## src/rtl/sram_req_arbiter.sv

```systemverilog
// Two-requester arbiter for a single SRAM-like bridge port.
// Data has fixed priority; a starvation counter eventually forces an inst grant.
module sram_req_arbiter #(
  parameter int MAX_OUTST    = 4,
  parameter int STARVE_LIMIT = 8
) (
  input  logic                         aclk,
  input  logic                         areset,
  input  logic                         inst_req,
  input  logic                         inst_wr,
  input  logic [1:0]                   inst_size,
  input  logic [31:0]                  inst_addr,
  input  logic [31:0]                  inst_wdata,
  input  logic [3:0]                   inst_wstrb,
  output logic                         inst_addr_ok,
  output logic                         inst_data_ok,
  output logic [31:0]                  inst_rdata,
  input  logic                         data_req,
  input  logic                         data_wr,
  input  logic [1:0]                   data_size,
  input  logic [31:0]                  data_addr,
  input  logic [31:0]                  data_wdata,
  input  logic [3:0]                   data_wstrb,
  output logic                         data_addr_ok,
  output logic                         data_data_ok,
  output logic [31:0]                  data_rdata,
  output logic                         m_req,
  output logic                         m_wr,
  output logic [1:0]                   m_size,
  output logic [31:0]                  m_addr,
  output logic [31:0]                  m_wdata,
  output logic [3:0]                   m_wstrb,
  input  logic                         m_addr_ok,
  input  logic                         m_data_ok,
  input  logic [31:0]                  m_rdata,
  output logic [$clog2(MAX_OUTST):0]   outst_cnt,
  output logic                         err_orphan
);

  localparam int AW = $clog2(MAX_OUTST);
  localparam int CW = AW + 1;
  localparam int SW = $clog2(STARVE_LIMIT + 1);

  typedef enum logic [1:0] {
    IDLE   = 2'd0,
    LOCK_I = 2'd1,
    LOCK_D = 2'd2
  } state_e;

  state_e               state_q;
  logic [AW-1:0]        wptr_q, wptr_d;
  logic [AW-1:0]        rptr_q, rptr_d;
  logic [CW-1:0]        cnt_q, cnt_d;
  logic [MAX_OUTST-1:0] tag_q;
  logic [SW-1:0]        starve_q, starve_d;
  logic                 orphan_q, orphan_d;

  logic req_s, sel_data_s, accept_s, push_s, pop_s;
  logic empty_s, full_s, starved_s, head_s, inst_acc_s;

  assign empty_s   = (cnt_q == {CW{1'b0}});
  assign full_s    = (cnt_q == CW'(MAX_OUTST));
  assign starved_s = (starve_q == SW'(STARVE_LIMIT));
  assign head_s    = tag_q[rptr_q];

  // Winner selection; in LOCK states the mux stays on the locked requester.
  always_comb begin
    req_s      = 1'b0;
    sel_data_s = 1'b0;
    case (state_q)
      IDLE: begin
        if (full_s) begin
          req_s      = 1'b0;
          sel_data_s = 1'b0;
        end else if (starved_s && inst_req) begin
          req_s      = 1'b1;
          sel_data_s = 1'b0;
        end else if (data_req) begin
          req_s      = 1'b1;
          sel_data_s = 1'b1;
        end else if (inst_req) begin
          req_s      = 1'b1;
          sel_data_s = 1'b0;
        end else begin
          req_s      = 1'b0;
          sel_data_s = 1'b0;
        end
      end
      LOCK_I: begin
        req_s      = inst_req;
        sel_data_s = 1'b0;
      end
      LOCK_D: begin
        req_s      = data_req;
        sel_data_s = 1'b1;
      end
      default: begin
        req_s      = 1'b0;
        sel_data_s = 1'b0;
      end
    endcase
  end

  // Reset gating keeps every handshake low while areset is high, before any edge.
  assign m_req        = req_s & ~areset;
  assign accept_s     = m_req & m_addr_ok;
  assign inst_addr_ok = accept_s & ~sel_data_s;
  assign data_addr_ok = accept_s & sel_data_s;
  assign push_s       = accept_s;
  assign pop_s        = m_data_ok & ~empty_s & ~areset;
  assign inst_data_ok = pop_s & ~head_s;
  assign data_data_ok = pop_s & head_s;
  assign inst_rdata   = m_rdata;
  assign data_rdata   = m_rdata;
  assign outst_cnt    = cnt_q;
  assign err_orphan   = orphan_q;
  assign inst_acc_s   = inst_addr_ok;

  // Request field mux toward the bridge.
  always_comb begin
    m_wr    = 1'b0;
    m_size  = 2'd0;
    m_addr  = 32'd0;
    m_wdata = 32'd0;
    m_wstrb = 4'd0;
    if (m_req && sel_data_s) begin
      m_wr    = data_wr;
      m_size  = data_size;
      m_addr  = data_addr;
      m_wdata = data_wdata;
      m_wstrb = data_wstrb;
    end else if (m_req) begin
      m_wr    = inst_wr;
      m_size  = inst_size;
      m_addr  = inst_addr;
      m_wdata = inst_wdata;
      m_wstrb = inst_wstrb;
    end else begin
      m_wr    = 1'b0;
      m_size  = 2'd0;
      m_addr  = 32'd0;
      m_wdata = 32'd0;
      m_wstrb = 4'd0;
    end
  end

  // Tag FIFO pointer/count, starvation and orphan next-state.
  always_comb begin
    wptr_d   = push_s ? (wptr_q + AW'(1)) : wptr_q;
    rptr_d   = pop_s ? (rptr_q + AW'(1)) : rptr_q;
    cnt_d    = cnt_q;
    case ({push_s, pop_s})
      2'b10:   cnt_d = cnt_q + CW'(1);
      2'b01:   cnt_d = cnt_q - CW'(1);
      default: cnt_d = cnt_q;
    endcase
    if (!inst_req || inst_acc_s) begin
      starve_d = {SW{1'b0}};
    end else if (!starved_s) begin
      starve_d = starve_q + SW'(1);
    end else begin
      starve_d = starve_q;
    end
    orphan_d = orphan_q | (m_data_ok & empty_s & ~areset);
  end

  // Arbitration FSM: lock onto the winner until the bridge takes the address.
  always_ff @(posedge aclk or posedge areset) begin
    if (areset) begin
      state_q <= IDLE;
    end else begin
      case (state_q)
        IDLE: begin
          if (req_s && !m_addr_ok) state_q <= sel_data_s ? LOCK_D : LOCK_I;
          else                     state_q <= IDLE;
        end
        LOCK_I: begin
          if (!inst_req || m_addr_ok) state_q <= IDLE;
          else                        state_q <= LOCK_I;
        end
        LOCK_D: begin
          if (!data_req || m_addr_ok) state_q <= IDLE;
          else                        state_q <= LOCK_D;
        end
        default: state_q <= IDLE;
      endcase
    end
  end

  // FIFO storage, counters and sticky error.
  always_ff @(posedge aclk or posedge areset) begin
    if (areset) begin
      wptr_q   <= {AW{1'b0}};
      rptr_q   <= {AW{1'b0}};
      cnt_q    <= {CW{1'b0}};
      tag_q    <= {MAX_OUTST{1'b0}};
      starve_q <= {SW{1'b0}};
      orphan_q <= 1'b0;
    end else begin
      wptr_q   <= wptr_d;
      rptr_q   <= rptr_d;
      cnt_q    <= cnt_d;
      starve_q <= starve_d;
      orphan_q <= orphan_d;
      if (push_s) tag_q[wptr_q] <= sel_data_s;
      else        tag_q <= tag_q;
    end
  end

endmodule

```

## config.mk

```make
export PLATFORM = sky130hd
export DESIGN_NAME = sram_req_arbiter
export DESIGN_NICKNAME = d
export VERILOG_FILES = /design/src/rtl/sram_req_arbiter.sv
export SDC_FILE = /design/constraint.sdc
export NUM_CORES = 1
export LEC_CHECK = 0
export ABC_CLOCK_PERIOD_IN_PS = 2800
export CAP_MARGIN = 0
export CORE_AREA = 5 5 124 126
export DETAILED_ROUTE_END_ITERATION = 7
export DIE_AREA = 0 0 129 131
export GPL_ROUTABILITY_DRIVEN = 0
export MAX_ROUTING_LAYER = met4
export SYNTH_ARGS = -nofsm -noshare
export SYNTH_HDL_FRONTEND = slang
export SYNTH_SLANG_ARGS = --single-unit
```

## constraint.sdc

```tcl
create_clock -name aclk -period 2.8 [get_ports aclk]
set_input_delay 0.7 -clock aclk [delete_from_list [all_inputs] [get_ports aclk]]
set_output_delay 0.7 -clock aclk [all_outputs]
set_load 0.1 [all_outputs]
```

==> tab_implementation.tex, run 1 <==
\begin{tabular}{lr}
\hline
Metric & Value \\
\hline
\multicolumn{2}{l}{\textbf{Synth}} \\
Synth cell count leaders & nand2\_1 (144), a21oi\_1 (73), buf\_4 (69) \\
Ranking of synthesized cells by area & nand2\_1 (21\%), buf\_4 (20\%), dfrtp\_1 (18\%) \\
Post-synthesis area per instance & 6.454 sq um \\
Biggest area consumer among synthesized cells & nand2\_1 \\
Portion of the post-synthesis area used by sequential elements & 0.1780 \\
Synthesized instance count & 392 \\
Share of the synthesized area in compound gates (AO/OA/AOI/OAI) & 0.1761 \\
Fraction of synthesized area in multiplexers & 0.03511 \\
Area share of the largest cell type after synthesis & 0.2136 \\
Fraction of synthesis flops using an asynchronous set or reset pin & 1.000 \\
Post-Synth Adder-Cell Area & 0.04253 \\
Warnings from Yosys & 0 \\
Synth Cell Area & 2530 sq um \\
Number of flops mapped to enable cells by yosys & 0 \\
Dominant combinational cell family by area after synthesis & simple AND/OR/NAND/NOR gates \\
Parity-gate share of the synthesized area counting xor and xnor cells & 0.03116 \\
Number of unique standard cell types used by synthesis & 34 \\
Net count after synthesis & 580 \\
Dominant cell by count in the synthesized netlist & nand2\_1 \\
Main flop type after synthesis & dfrtp\_1 \\
Synthesized flop and latch total & 18 \\
Synthesized-area fraction occupied by and/or/nand/nor cells & 0.2824 \\
\multicolumn{2}{l}{\textbf{STA}} \\
Slew margin rel. & 0.7266 \\
Transition time of the tightest slew-check pin & 0.4076 ns \\
Max Clock Skew & 0.004952 ns \\
Setup repair after global routing missed its margin & yes \\
Clock period minus final worst setup slack & 2.938 ns \\
Max Clock Freq & 340.4 MHz \\
Final worst slack & -0.1377 ns \\
Part of the cycle the worst path needs & 1.049 \\
Final Max Tran Viols & 0 \\
Total setup violations reported at the end of the flow & 72 \\
Final hold slack & 0.4890 ns \\
Final number of hold-violating endpoints & 0 \\
\multicolumn{2}{l}{\textbf{Drt}} \\
Final antenna-violating net count & 0 \\
Average wire length per cell after detail routing & 20.35 microns \\
Via Count & 3,522 \\
Final WL & 15.95 mm \\
\# DRC & 0 \\
Vias per std cell & 4.492 \\
Detailed Routing Iterations Pass 1 & 4 \\
Detailed router's first-iteration violation count & 90 \\
\multicolumn{2}{l}{\textbf{Clock network}} \\
H-tree levels & 1 \\
Max Buffers Root-to-Sink & 2 \\
Root buf cell & clkbuf\_16 \\
Number of clock buffers inserted by TritonCTS & 3 \\
\# clock sinks & 18 \\
Number of buffers added to fix hold violations after cts & 0 \\
Clock latency at the later pin of the worst-skew pair & 0.25 ns \\
Worst-path clk slew & 0.06 ns \\
CTS tree & done \\
\multicolumn{2}{l}{\textbf{Global route}} \\
Met1 track demand over resource & 0.1917 \\
Routing usage on met3 & 0.03902 \\
Highest-utilization routing layer at the global route stage & met2 \\
Wire length of the first global-routing pass & 21.92 mm \\
Overflow left after global routing & 0 \\
Global Route met2 Usage & 0.3149 \\
Global Route Usage Sum & 0.1737 \\
Number of global-route vias before repair & 3,884 \\
Maximum number of pins on one net before global-route repair & 37 \\
Antenna violations before repair & 0 \\
\multicolumn{2}{l}{\textbf{Placement}} \\
Worst Setup Slack post-DPL & -0.5227 ns \\
Instance area at placement & 5798 sq um \\
Number of buffers added on ports & 227 \\
Post-DP HPWL & 10.23 mm \\
\multicolumn{2}{l}{\textbf{Power}} \\
Switching Share & 0.5586 \\
Net switching power of the design & 3510 uW \\
Internal power contribution & 2773 uW \\
Leakage power & 0.003147 uW \\
Sequential share of power & 0.078 \\
PwrDens & 810.5 nW/um\^{}2 \\
Proportion of power drawn by the clock network & 0.047 \\
Peak supply drop & 0.8300 mV \\
Combinational power share & 0.876 \\
\multicolumn{2}{l}{\textbf{Final layout}} \\
Combined area of the multi-input logic cells & 2919 sq um \\
Antenna diodes & 0 \\
Area taken by flip-flops and latches & 461.7 sq um \\
Utilization of the core after routing & 0.5457 \\
Number of nets in the final layout & 789 \\
Syn-to-layout area delta & 206.4\% \\
Share of post-route cells with drive strength above 1 & 0.5583 \\
Fill cells & 1,149 \\
Total non-filler cell area in the finished layout & 7751 sq um \\
\multicolumn{2}{l}{\textbf{Run status}} \\
Status & finished, violations left \\
Violations in the final reports & setup timing \\
\multicolumn{2}{l}{\textbf{Critical path}} \\
Worst Reg-to-Reg Cells & 14 \\
Critical Path Source Type & flip-flop \\
WP data arrival & 2.24 ns \\
Flop-to-flop setup slack & 0.10 ns \\
Worst-path fanout max & 8 \\
Endpoint of the most critical register-to-register path & outst\_cnt[2]\$\_DFFE\_PP0P\_ \\
Capturing element type of the critical path & output pin \\
Data required time of the worst path & 2.10 ns \\
WS Path Type & reg2out \\
Reg-to-reg startpoint & outst\_cnt[0]\$\_DFFE\_PP0P\_ \\
\multicolumn{2}{l}{\textbf{Worst hold path}} \\
Terminating pin of the worst hold path & rptr\_q[1]\$\_DFFE\_PP0P\_ \\
Launch point of the worst hold path & rptr\_q[1]\$\_DFFE\_PP0P\_ \\
Hold/Removal Path Class & reg2reg \\
Number of cells on the worst hold path & 1 \\
\multicolumn{2}{l}{\textbf{Die}} \\
Starting Density & 0.1781 \\
Floorplan die height & 131 microns \\
X dimension of the die & 129 microns \\
Placeable core region & 14,200 sq um \\
Row cnt & 44 \\
Boundary Pins & 324 \\
Die Outline Area & 16,900 sq um \\
\multicolumn{2}{l}{\textbf{Run}} \\
Max capacitance violation total & 0 \\
\hline
\end{tabular}
-- sequential cells by signal, summed over array words and instances, names as in the netlist --
name / count
starve_q: 4
tag_q: 4
outst_cnt: 3
rptr_q: 2
state_q: 2
wptr_q: 2
err_orphan: 1
-- power groups by stage --
stage / clock [uW] / sequential (uW) / combinational (uW)
after floorplan: 0 / 671 / 2920
after global placement: 0 / 482 / 4120
after detailed placement: 0 / 492 / 4160
after CTS: 299 / 488 / 5230
after global routing: 305 / 505 / 5690
final: 293 / 489 / 5500
-- cell usage in the layout (no fill, tap or decap), types with 2 or more instances in the layout --
cell / count
nor3_1: 2
buf_6: 7
nor4b_4: 2
a21oi_1: 2
nand2_4: 74
buf_16: 9
xnor2_1: 4
nand3_1: 5
o32a_4: 2
nor2_4: 2
clkbuf_16: 6
dfrtp_1: 15
dfrtp_4: 3
inv_2: 2
buf_4: 32
ha_1: 5
nand2_2: 15
buf_12: 92
nand2_1: 55
a21oi_4: 69
xor2_1: 5
a21oi_2: 2
clkdlybuf4s50_1: 144
nor2_1: 8
inv_1: 8
mux2_1: 5
buf_8: 3
-- how the worst max path moves through the flow --
stage / cells past startpoint / slack [ns] / endpoint / from
final: 10 / -0.14 / m_wdata[8] / starve_q[1]$_DFFE_PP0P_
after global routing: 9 / -0.22 / m_wdata[24] / starve_q[1]$_DFFE_PP0P_
after CTS: 10 / -0.23 / m_wdata[7] / starve_q[1]$_DFFE_PP0P_
after detailed placement: 8 / -0.52 / m_wstrb[1] / inst_req
after global placement: 8 / -0.53 / m_size[0] / inst_req
after floorplan: 5 / -0.98 / m_addr[18] / areset
-- worst max-delay path, cell delays in order (launching register included) --
cell and delay, ns:
dfrtp_1 0.37, inv_2 0.06, ha_4 0.15, and4b_2 0.24, o32ai_4 0.24, buf_12 0.16
buf_12 0.13, buf_16 0.17, nand2_4 0.07, a21oi_4 0.18, buf_12 0.20
-- per-stage QoR --
stage          total power [uW]  std cells  TNS (ns)
2_1_floorplan              3591        392    -42.55
3_3_place_gp               4605        739    -30.46
3_5_place_dp               4656        739    -31.60
4_1_cts                    6012        776    -11.34
5_1_grt                    6504        784    -11.41
6_report                   6283        784    -5.979
-- logic make-up (layout without fill, tap and decap cells) --
group,count (synthesis),count (layout)
buf+inv,99,307
compound gates,79,79
simple gates,172,172
flops,18,18
mux,7,7
xor+xnor,9,9
fa+ha+maj,8,8
-- layer usage --
layer | up-vias | wire, microns
met5 | - | 0
met2 | 181 | 8499
li1 | 1624 | -
met1 | 1672 | 5863
met3 | 45 | 1201
met4 | 0 | 389
-- cell type report --
| class | instances | share of cell area |
|---|---|---|
| Timing Repair Buffer | 292 | 0.5170 |
| Tap cell | 184 | 0.02970 |
| Sequential cell | 18 | 0.05956 |
| Clock buffer | 4 | 0.01017 |
| Multi-Input combinational cell | 275 | 0.3766 |
| Inverter | 11 | 0.006941 |
-- what timing repair did --
item | CTS | global route
endpoints found under the setup margin | 76 | 75
cloned | 11 | 3
gates resized for setup | 215 | 88
pin swaps | 85 | 68
setup buffers | 25 | 10
(Power assumes the default switching activity.)
==> inputs of run 2 (changes only) <==
==> constraint.sdc (replaced) <==
create_clock -name aclk -period 2.8 [get_ports aclk]
set_input_delay 0.7 -clock aclk [delete_from_list [all_inputs] [get_ports aclk]]
set_output_delay 0.7 -clock aclk [all_outputs]
set_load 0.05 [all_outputs]
==> tab_implementation.tex, run 2 (synthesis gave the netlist of run 1 again) <==
\begin{tabular}{lr}
\hline
Metric & Value \\
\hline
\multicolumn{2}{l}{\textbf{Run status}} \\
Status & finished, violations left (unchanged) \\
Violations in the final reports & setup timing (unchanged) \\
\multicolumn{2}{l}{\textbf{STA}} \\
Setup repair after global routing missed its margin & yes (unchanged) \\
Total setup violations reported at the end of the flow & 71 (was 72) \\
Max Clock Freq & 343.6 MHz (was 340.4 MHz) \\
Final Max Tran Viols & 0 (unchanged) \\
Slew margin rel. & 0.6637 (was 0.7266) \\
Final number of hold-violating endpoints & 0 (unchanged) \\
Final hold slack & 0.4799 ns (was 0.4890 ns) \\
Transition time of the tightest slew-check pin & 0.5029 ns (was 0.4076 ns) \\
Clock period minus final worst setup slack & 2.910 ns (was 2.938 ns) \\
Max Clock Skew & 0.004818 ns (was 0.004952 ns) \\
Final worst slack & -0.1105 ns (was -0.1377 ns) \\
Part of the cycle the worst path needs & 1.039 (was 1.049) \\
Post-route setup TNS & -3.137 ns (was -5.979 ns) \\
\multicolumn{2}{l}{\textbf{Critical path}} \\
Worst path slowest cell & o32ai\_4 (was dfrtp\_1) \\
Critical path's largest stage delay & 0.31 ns (was 0.37 ns) \\
Worst path cell trace & buf\_6 > and4b\_2 > o32ai\_4 > buf\_12 > buf\_12 > buf\_8 > nand2\_4 > a21oi\_4 > buf\_12 (was inv\_2 > ha\_4 > and4b\_2 > o32ai\_4 > buf\_12 > buf\_12 > buf\_16 > nand2\_4 > a21oi\_4 > buf\_12) \\
WS Path Type & in2out (was reg2out) \\
WP data arrival & 2.21 ns (was 2.24 ns) \\
Worst-path fanout max & 8 (unchanged) \\
Data required time of the worst path & 2.10 ns (about the same) \\
Critical path's most frequent cell & buf\_12 (unchanged) \\
Reg-to-reg startpoint & outst\_cnt[0]\$\_DFFE\_PP0P\_ (unchanged) \\
Flop-to-flop setup slack & 0.08 ns (was 0.10 ns) \\
Critical Path Source Type & input port (was flip-flop) \\
Capturing element type of the critical path & output pin (unchanged) \\
Worst Reg-to-Reg Cells & 12 (was 14) \\
Destination of the critical timing path & m\_addr[25] (was m\_wdata[8]) \\
Endpoint of the most critical register-to-register path & outst\_cnt[2]\$\_DFFE\_PP0P\_ (unchanged) \\
CP Launch Point & inst\_req (was starve\_q[1]\$\_DFFE\_PP0P\_) \\
\multicolumn{2}{l}{\textbf{Clock network}} \\
CTS tree & done (unchanged) \\
Max Buffers Root-to-Sink & 2 (unchanged) \\
H-tree levels & 1 (unchanged) \\
Number of clock buffers inserted by TritonCTS & 3 (unchanged) \\
Root buf cell & clkbuf\_16 (unchanged) \\
Clock latency at the later pin of the worst-skew pair & 0.25 ns (about the same) \\
Worst-path clk slew & 0.05 ns (was 0.06 ns) \\
\# clock sinks & 18 (unchanged) \\
\multicolumn{2}{l}{\textbf{Drt}} \\
Average wire length per cell after detail routing & 19.41 microns (was 20.35 microns) \\
Detailed router's first-iteration violation count & 99 (was 90) \\
Vias per std cell & 4.451 (was 4.492) \\
Via Count & 3,427 (was 3,522) \\
Final WL & 14.94 mm (was 15.95 mm) \\
\# DRC & 0 (unchanged) \\
Detailed Routing Iterations Pass 1 & 4 (unchanged) \\
Final antenna-violating net count & 0 (unchanged) \\
\multicolumn{2}{l}{\textbf{Final layout}} \\
Total non-filler cell area in the finished layout & 7067 sq um (was 7751 sq um) \\
Share of post-route cells with drive strength above 1 & 0.4744 (was 0.5583) \\
Syn-to-layout area delta & 179.3\% (was 206.4\%) \\
Most common cell after layout, fill and taps aside & clkdlybuf4s50\_1 (unchanged) \\
Antenna diodes & 0 (unchanged) \\
Number of nets in the final layout & 776 (was 789) \\
Area taken by flip-flops and latches & 452.9 sq um (was 461.7 sq um) \\
Combined area of the multi-input logic cells & 2442 sq um (was 2919 sq um) \\
Final std cells w/o fill & 770 (was 784) \\
Fill cells & 1,254 (was 1,149) \\
Most frequent cells in the layout & clkdlybuf4s50\_1 (148), nand2\_1 (90), buf\_12 (89) (was clkdlybuf4s50\_1 (144), buf\_12 (92), nand2\_4 (74)) \\
\multicolumn{2}{l}{\textbf{Die}} \\
Die Outline Area & 16,900 sq um (unchanged) \\
Placeable core region & 14,200 sq um (unchanged) \\
Starting Density & 0.1781 (unchanged) \\
Boundary Pins & 324 (unchanged) \\
X dimension of the die & 129 microns (unchanged) \\
Row cnt & 44 (unchanged) \\
Floorplan die height & 131 microns (unchanged) \\
\multicolumn{2}{l}{\textbf{Placement}} \\
Instance area at placement & 5788 sq um (was 5798 sq um) \\
Number of placed cells counting well taps & 742 (was 739) \\
Worst Setup Slack post-DPL & -0.5761 ns (was -0.5227 ns) \\
Number of buffers added on ports & 227 (unchanged) \\
Post-DP HPWL & 10.10 mm (was 10.23 mm) \\
\multicolumn{2}{l}{\textbf{Power}} \\
PwrDens & 691.7 nW/um\^{}2 (was 810.5 nW/um\^{}2) \\
Peak supply drop & 0.5182 mV (was 0.8300 mV) \\
Leakage power & 0.002771 uW (was 0.003147 uW) \\
\multicolumn{2}{l}{\textbf{Worst hold path}} \\
Hold/Removal Path Class & reg2reg (unchanged) \\
Launch point of the worst hold path & err\_orphan\$\_DFF\_PP0\_ (was rptr\_q[1]\$\_DFFE\_PP0P\_) \\
\multicolumn{2}{l}{\textbf{Run}} \\
Max capacitance violation total & 0 (unchanged) \\
\multicolumn{2}{l}{\textbf{Global route}} \\
Global Route Usage Sum & 0.1637 (was 0.1737) \\
Wire length of the first global-routing pass & 20.80 mm (was 21.92 mm) \\
Maximum number of pins on one net before global-route repair & 36 (was 37) \\
Antenna violations before repair & 0 (unchanged) \\
Overflow left after global routing & 0 (unchanged) \\
Number of global-route vias before repair & 3,759 (was 3,884) \\
\hline
\end{tabular}
## run 2: cell count changes in the layout (fill, tap and decap cells not counted), moves of 11 or more
cell / before / now
nand2_1: 55 / 90
nand2_2: 15 / 32
a21oi_2: 2 / 15
nand2_4: 74 / 22
a21oi_4: 69 / 56
buf_4: 32 / 21
## run 2: cell type report
| type | count | area share |
|---|---|---|
| inverter | 11 | 0.006905 |
| timing repair buffer | 279 | 0.5402 |
| multi-input combinational | 275 | 0.3456 |
| tap | 184 | 0.03258 |
| clock buffer | 3 | 0.01062 |
| sequential | 18 | 0.06409 |
## run 2: repair_timing
| action | 4_1_cts | 5_1_grt |
|---|---|---|
| setup endpoints to repair | 76 | 75 |
| gates resized for setup | 121 | 82 |
| hold buffers | 0 | 0 |
| pin swaps | 11 | 47 |
| buffers inserted | 9 | 8 |
| gates cloned | 8 | 2 |
## run 2: layer usage
metal	global-route usage	up-vias	part of all wire
met2	0.2796	164	0.52
li1	-	1597	-
met1	0.1872	1625	0.38
met5	-	-	0
met4	0.04632	0	0.023
met3	0.04756	41	0.082
## run 2: report_power, final
part	internal [uW]	leakage (uW)	total, uW	switching, uW
Combinational	1950	0.00252	4140	2190
Clock	187	0.0000370	276	88.4
Sequential	362	0.000219	472	109
## run 2: how the worst min path moves through the flow
stage                                  to  cells past startpoint
finish               err_orphan$_DFF_PP0_                      1
global route        rptr_q[1]$_DFFE_PP0P_                      1
CTS                  err_orphan$_DFF_PP0_                      1
detailed placement   err_orphan$_DFF_PP0_                      1
global placement     err_orphan$_DFF_PP0_                      1
floorplan           rptr_q[1]$_DFFE_PP0P_                      1
## run 2: through the flow
stage | util | total power [uW]
after CTS | 0.4701 | 4678
after global routing | 0.4975 | 5117
final | 0.4975 | 4888
after detailed placement | 0.4075 | 3765
after global placement | 0.4075 | 3717
after floorplan | - | 2418
## run 2: critical path, delay by kind of cell
family / cells / cell delay, ns
buf+inv: 5 / 0.70
compound gates: 2 / 0.47
simple gates: 2 / 0.32
==> inputs of run 3 (changes only) <==
--- a/config.mk
+++ b/config.mk
@@ -6,7 +6,6 @@
 export NUM_CORES = 1
 export LEC_CHECK = 0
 export ABC_CLOCK_PERIOD_IN_PS = 2800
-export CAP_MARGIN = 0
 export CORE_AREA = 5 5 124 126
 export DETAILED_ROUTE_END_ITERATION = 7
 export DIE_AREA = 0 0 129 131
@@ -15,3 +14,4 @@
 export SYNTH_ARGS = -nofsm -noshare
 export SYNTH_HDL_FRONTEND = slang
 export SYNTH_SLANG_ARGS = --single-unit
+export TNS_END_PERCENT = 10
==> tab_implementation.tex, run 3 (synthesis gave the netlist of run 1 again) <==
\begin{tabular}{lr}
\hline
Metric & Value \\
\hline
\multicolumn{2}{l}{\textbf{Drt}} \\
Vias per std cell & 4.479 (was 4.451) \\
Detailed Routing Iterations Pass 1 & 4 (unchanged) \\
Average wire length per cell after detail routing & 19.37 microns (was 19.41 microns) \\
Final WL & 14.76 mm (was 14.94 mm) \\
Detailed router's first-iteration violation count & 122 (was 99) \\
\# DRC & 0 (unchanged) \\
Via Count & 3,413 (was 3,427) \\
Final antenna-violating net count & 0 (unchanged) \\
\multicolumn{2}{l}{\textbf{STA}} \\
Slew margin rel. & 0.6578 (was 0.6637) \\
Transition time of the tightest slew-check pin & 0.5117 ns (was 0.5029 ns) \\
Final worst slack & -0.1181 ns (was -0.1105 ns) \\
Clock period minus final worst setup slack & 2.918 ns (was 2.910 ns) \\
Setup repair after global routing missed its margin & yes (unchanged) \\
Final Max Tran Viols & 0 (unchanged) \\
Max Clock Skew & 0.003120 ns (was 0.004818 ns) \\
Total setup violations reported at the end of the flow & 70 (was 71) \\
Part of the cycle the worst path needs & 1.042 (was 1.039) \\
Final number of hold-violating endpoints & 0 (unchanged) \\
Max Clock Freq & 342.7 MHz (was 343.6 MHz) \\
\multicolumn{2}{l}{\textbf{Clock network}} \\
Root buf cell & clkbuf\_16 (unchanged) \\
H-tree levels & 1 (unchanged) \\
\# clock sinks & 18 (unchanged) \\
Worst-path clk slew & 0.05 ns (about the same) \\
Clock latency at the later pin of the worst-skew pair & 0.24 ns (was 0.25 ns) \\
Number of clock buffers inserted by TritonCTS & 3 (unchanged) \\
CTS tree & done (unchanged) \\
Number of buffers added to fix hold violations after cts & 0 (unchanged) \\
Max Buffers Root-to-Sink & 2 (unchanged) \\
\multicolumn{2}{l}{\textbf{Critical path}} \\
WS Path Type & reg2out (was in2out) \\
WP data arrival & 2.22 ns (was 2.21 ns) \\
Capturing element type of the critical path & output pin (unchanged) \\
Critical path's largest stage delay & 0.35 ns (was 0.31 ns) \\
Data required time of the worst path & 2.10 ns (about the same) \\
Worst path cell trace & inv\_1 > ha\_2 > and4b\_2 > o32ai\_4 > buf\_12 > bufbuf\_16 > nand2\_1 > a21oi\_2 > buf\_12 (was buf\_6 > and4b\_2 > o32ai\_4 > buf\_12 > buf\_12 > buf\_8 > nand2\_4 > a21oi\_4 > buf\_12) \\
Family of cells with the greatest summed delay on the critical path & buffers and inverters (unchanged) \\
Critical path's most frequent cell & buf\_12 (unchanged) \\
Worst path slowest cell & dfrtp\_1 (was o32ai\_4) \\
WP buf/inv & 4 (was 5) \\
Worst-path fanout max & 5 (was 8) \\
Critical Path Source Type & flip-flop (was input port) \\
\multicolumn{2}{l}{\textbf{Placement}} \\
Number of placed cells counting well taps & 741 (was 742) \\
Number of buffers added on ports & 227 (unchanged) \\
Post-DP HPWL & 10.84 mm (was 10.10 mm) \\
\multicolumn{2}{l}{\textbf{Run status}} \\
Status & finished, violations left (unchanged) \\
Violations in the final reports & setup timing (unchanged) \\
\multicolumn{2}{l}{\textbf{Run}} \\
Max capacitance violation total & 0 (unchanged) \\
\multicolumn{2}{l}{\textbf{Die}} \\
Floorplan die height & 131 microns (unchanged) \\
Starting Density & 0.1781 (unchanged) \\
Row cnt & 44 (unchanged) \\
Boundary Pins & 324 (unchanged) \\
Die Outline Area & 16,900 sq um (unchanged) \\
Placeable core region & 14,200 sq um (unchanged) \\
X dimension of the die & 129 microns (unchanged) \\
\multicolumn{2}{l}{\textbf{Power}} \\
Peak supply drop & 0.3691 mV (was 0.5182 mV) \\
Internal power contribution & 2298 uW (was 2500 uW) \\
Net switching power of the design & 2160 uW (was 2388 uW) \\
Combinational power share & 0.827 (was 0.847) \\
Proportion of power drawn by the clock network & 0.070 (was 0.056) \\
Switching Share & 0.4845 (was 0.4886) \\
PwrDens & 702.5 nW/um\^{}2 (was 691.7 nW/um\^{}2) \\
Sequential share of power & 0.103 (was 0.096) \\
Overall power & 4459 uW (was 4888 uW) \\
Leakage power & 0.002553 uW (was 0.002771 uW) \\
\multicolumn{2}{l}{\textbf{Worst hold path}} \\
Hold/Removal Path Class & in2async (was reg2reg) \\
\multicolumn{2}{l}{\textbf{Global route}} \\
Antenna violations before repair & 0 (unchanged) \\
Maximum number of pins on one net before global-route repair & 37 (was 36) \\
Wire length of the first global-routing pass & 21.36 mm (was 20.80 mm) \\
Global Route Usage Sum & 0.1680 (was 0.1637) \\
Number of global-route vias before repair & 3,652 (was 3,759) \\
Overflow left after global routing & 0 (unchanged) \\
\multicolumn{2}{l}{\textbf{Final layout}} \\
Share of post-route cells with drive strength above 1 & 0.3720 (was 0.4744) \\
Syn-to-layout area delta & 150.9\% (was 179.3\%) \\
Number of nets in the final layout & 767 (was 776) \\
Most frequent cells in the layout & clkdlybuf4s50\_1 (148), nand2\_1 (139), buf\_12 (85) (was clkdlybuf4s50\_1 (148), nand2\_1 (90), buf\_12 (89)) \\
Final std cells w/o fill & 762 (was 770) \\
Area taken by flip-flops and latches & 450.4 sq um (was 452.9 sq um) \\
Antenna diodes & 0 (unchanged) \\
Combined area of the multi-input logic cells & 1897 sq um (was 2442 sq um) \\
Most common cell after layout, fill and taps aside & clkdlybuf4s50\_1 (unchanged) \\
Fill cells & 1,357 (was 1,254) \\
\hline
\end{tabular}
==> run 3: changes by cell type in the layout (fill, tap and decap cells not counted), sizes merged <==
cell | before | now
buf | 128 | 120
clkbuf | 5 | 4
clkdlybuf4s15 | 0 | 1
==> run 3: per-layer routing <==
layer  GRT usage  up-vias  routed length, microns  share of wire
li1            -     1577                       -              -
met1      0.1880     1587                    5400           0.37
met2      0.2890      226                    7342           0.50
met3     0.06667       23                    1754           0.12
met4     0.02656        0                     266          0.018
met5           -        -                       0              0
==> run 3: layout make-up <==
| class | instances | share of cell area |
|---|---|---|
| clock buffers | 4 | 0.01400 |
| well taps | 184 | 0.03627 |
| flip-flops and latches | 18 | 0.07096 |
| repair buffers | 270 | 0.5730 |
| multi-input cells | 275 | 0.2988 |
| inverters | 11 | 0.006899 |
==> run 3: worst paths after layout <==
kind / from / end / slack, ns / depth (start not counted)
max: starve_q[0]$_DFFE_PP0P_ / m_wdata[18] / -0.12 / 9
min: areset / err_orphan$_DFF_PP0_ / 0.49 / 3
max reg2reg: outst_cnt[0]$_DFFE_PP0P_ / outst_cnt[2]$_DFFE_PP0P_ / 0.05 / 13
min reg2reg: rptr_q[1]$_DFFE_PP0P_ / rptr_q[1]$_DFFE_PP0P_ / 0.49 / 1
max in group asynchronous: areset / starve_q[1]$_DFFE_PP0P_ / 2.11 / 3
min in group aclk: rptr_q[1]$_DFFE_PP0P_ / rptr_q[1]$_DFFE_PP0P_ / 0.49 / 1
==> run 3: repair_timing <==
item	CTS	global route
pin swaps	8	8
endpoints found under the setup margin	75	75
resized for setup	101	6
gates cloned	8	0
setup buffers	7	2
==> run 3: per-stage QoR <==
stage	setup slack [ns]	TNS, ns	hold slack [ns]	utilization	instance area (sq um)
after floorplan	-0.3422	-20.71	0.4528	-	2621
after global placement	-0.4925	-29.11	0.4726	0.3911	5555
after detailed placement	-0.5342	-31.90	0.4757	0.3911	5555
after CTS	-0.1139	-3.422	0.4862	0.4436	6301
after global routing	-0.1842	-8.901	0.5149	0.4469	6347
final	-0.1181	-3.873	0.4867	0.4469	6347
==> run 3: tightest hold or removal path: cells and delay by family <==
family	cells	cell delay, ns
buffers and inverters	3	0.41
==> run 3: power groups by stage <==
stage | sequential, uW | clock (uW) | combinational [uW]
6_report | 458 | 312 | 3690
5_1_grt | 472 | 330 | 3870
4_1_cts | 457 | 315 | 3690
3_5_place_dp | 456 | 0 | 3170
3_3_place_gp | 445 | 0 | 3120
2_1_floorplan | 541 | 0 | 1760
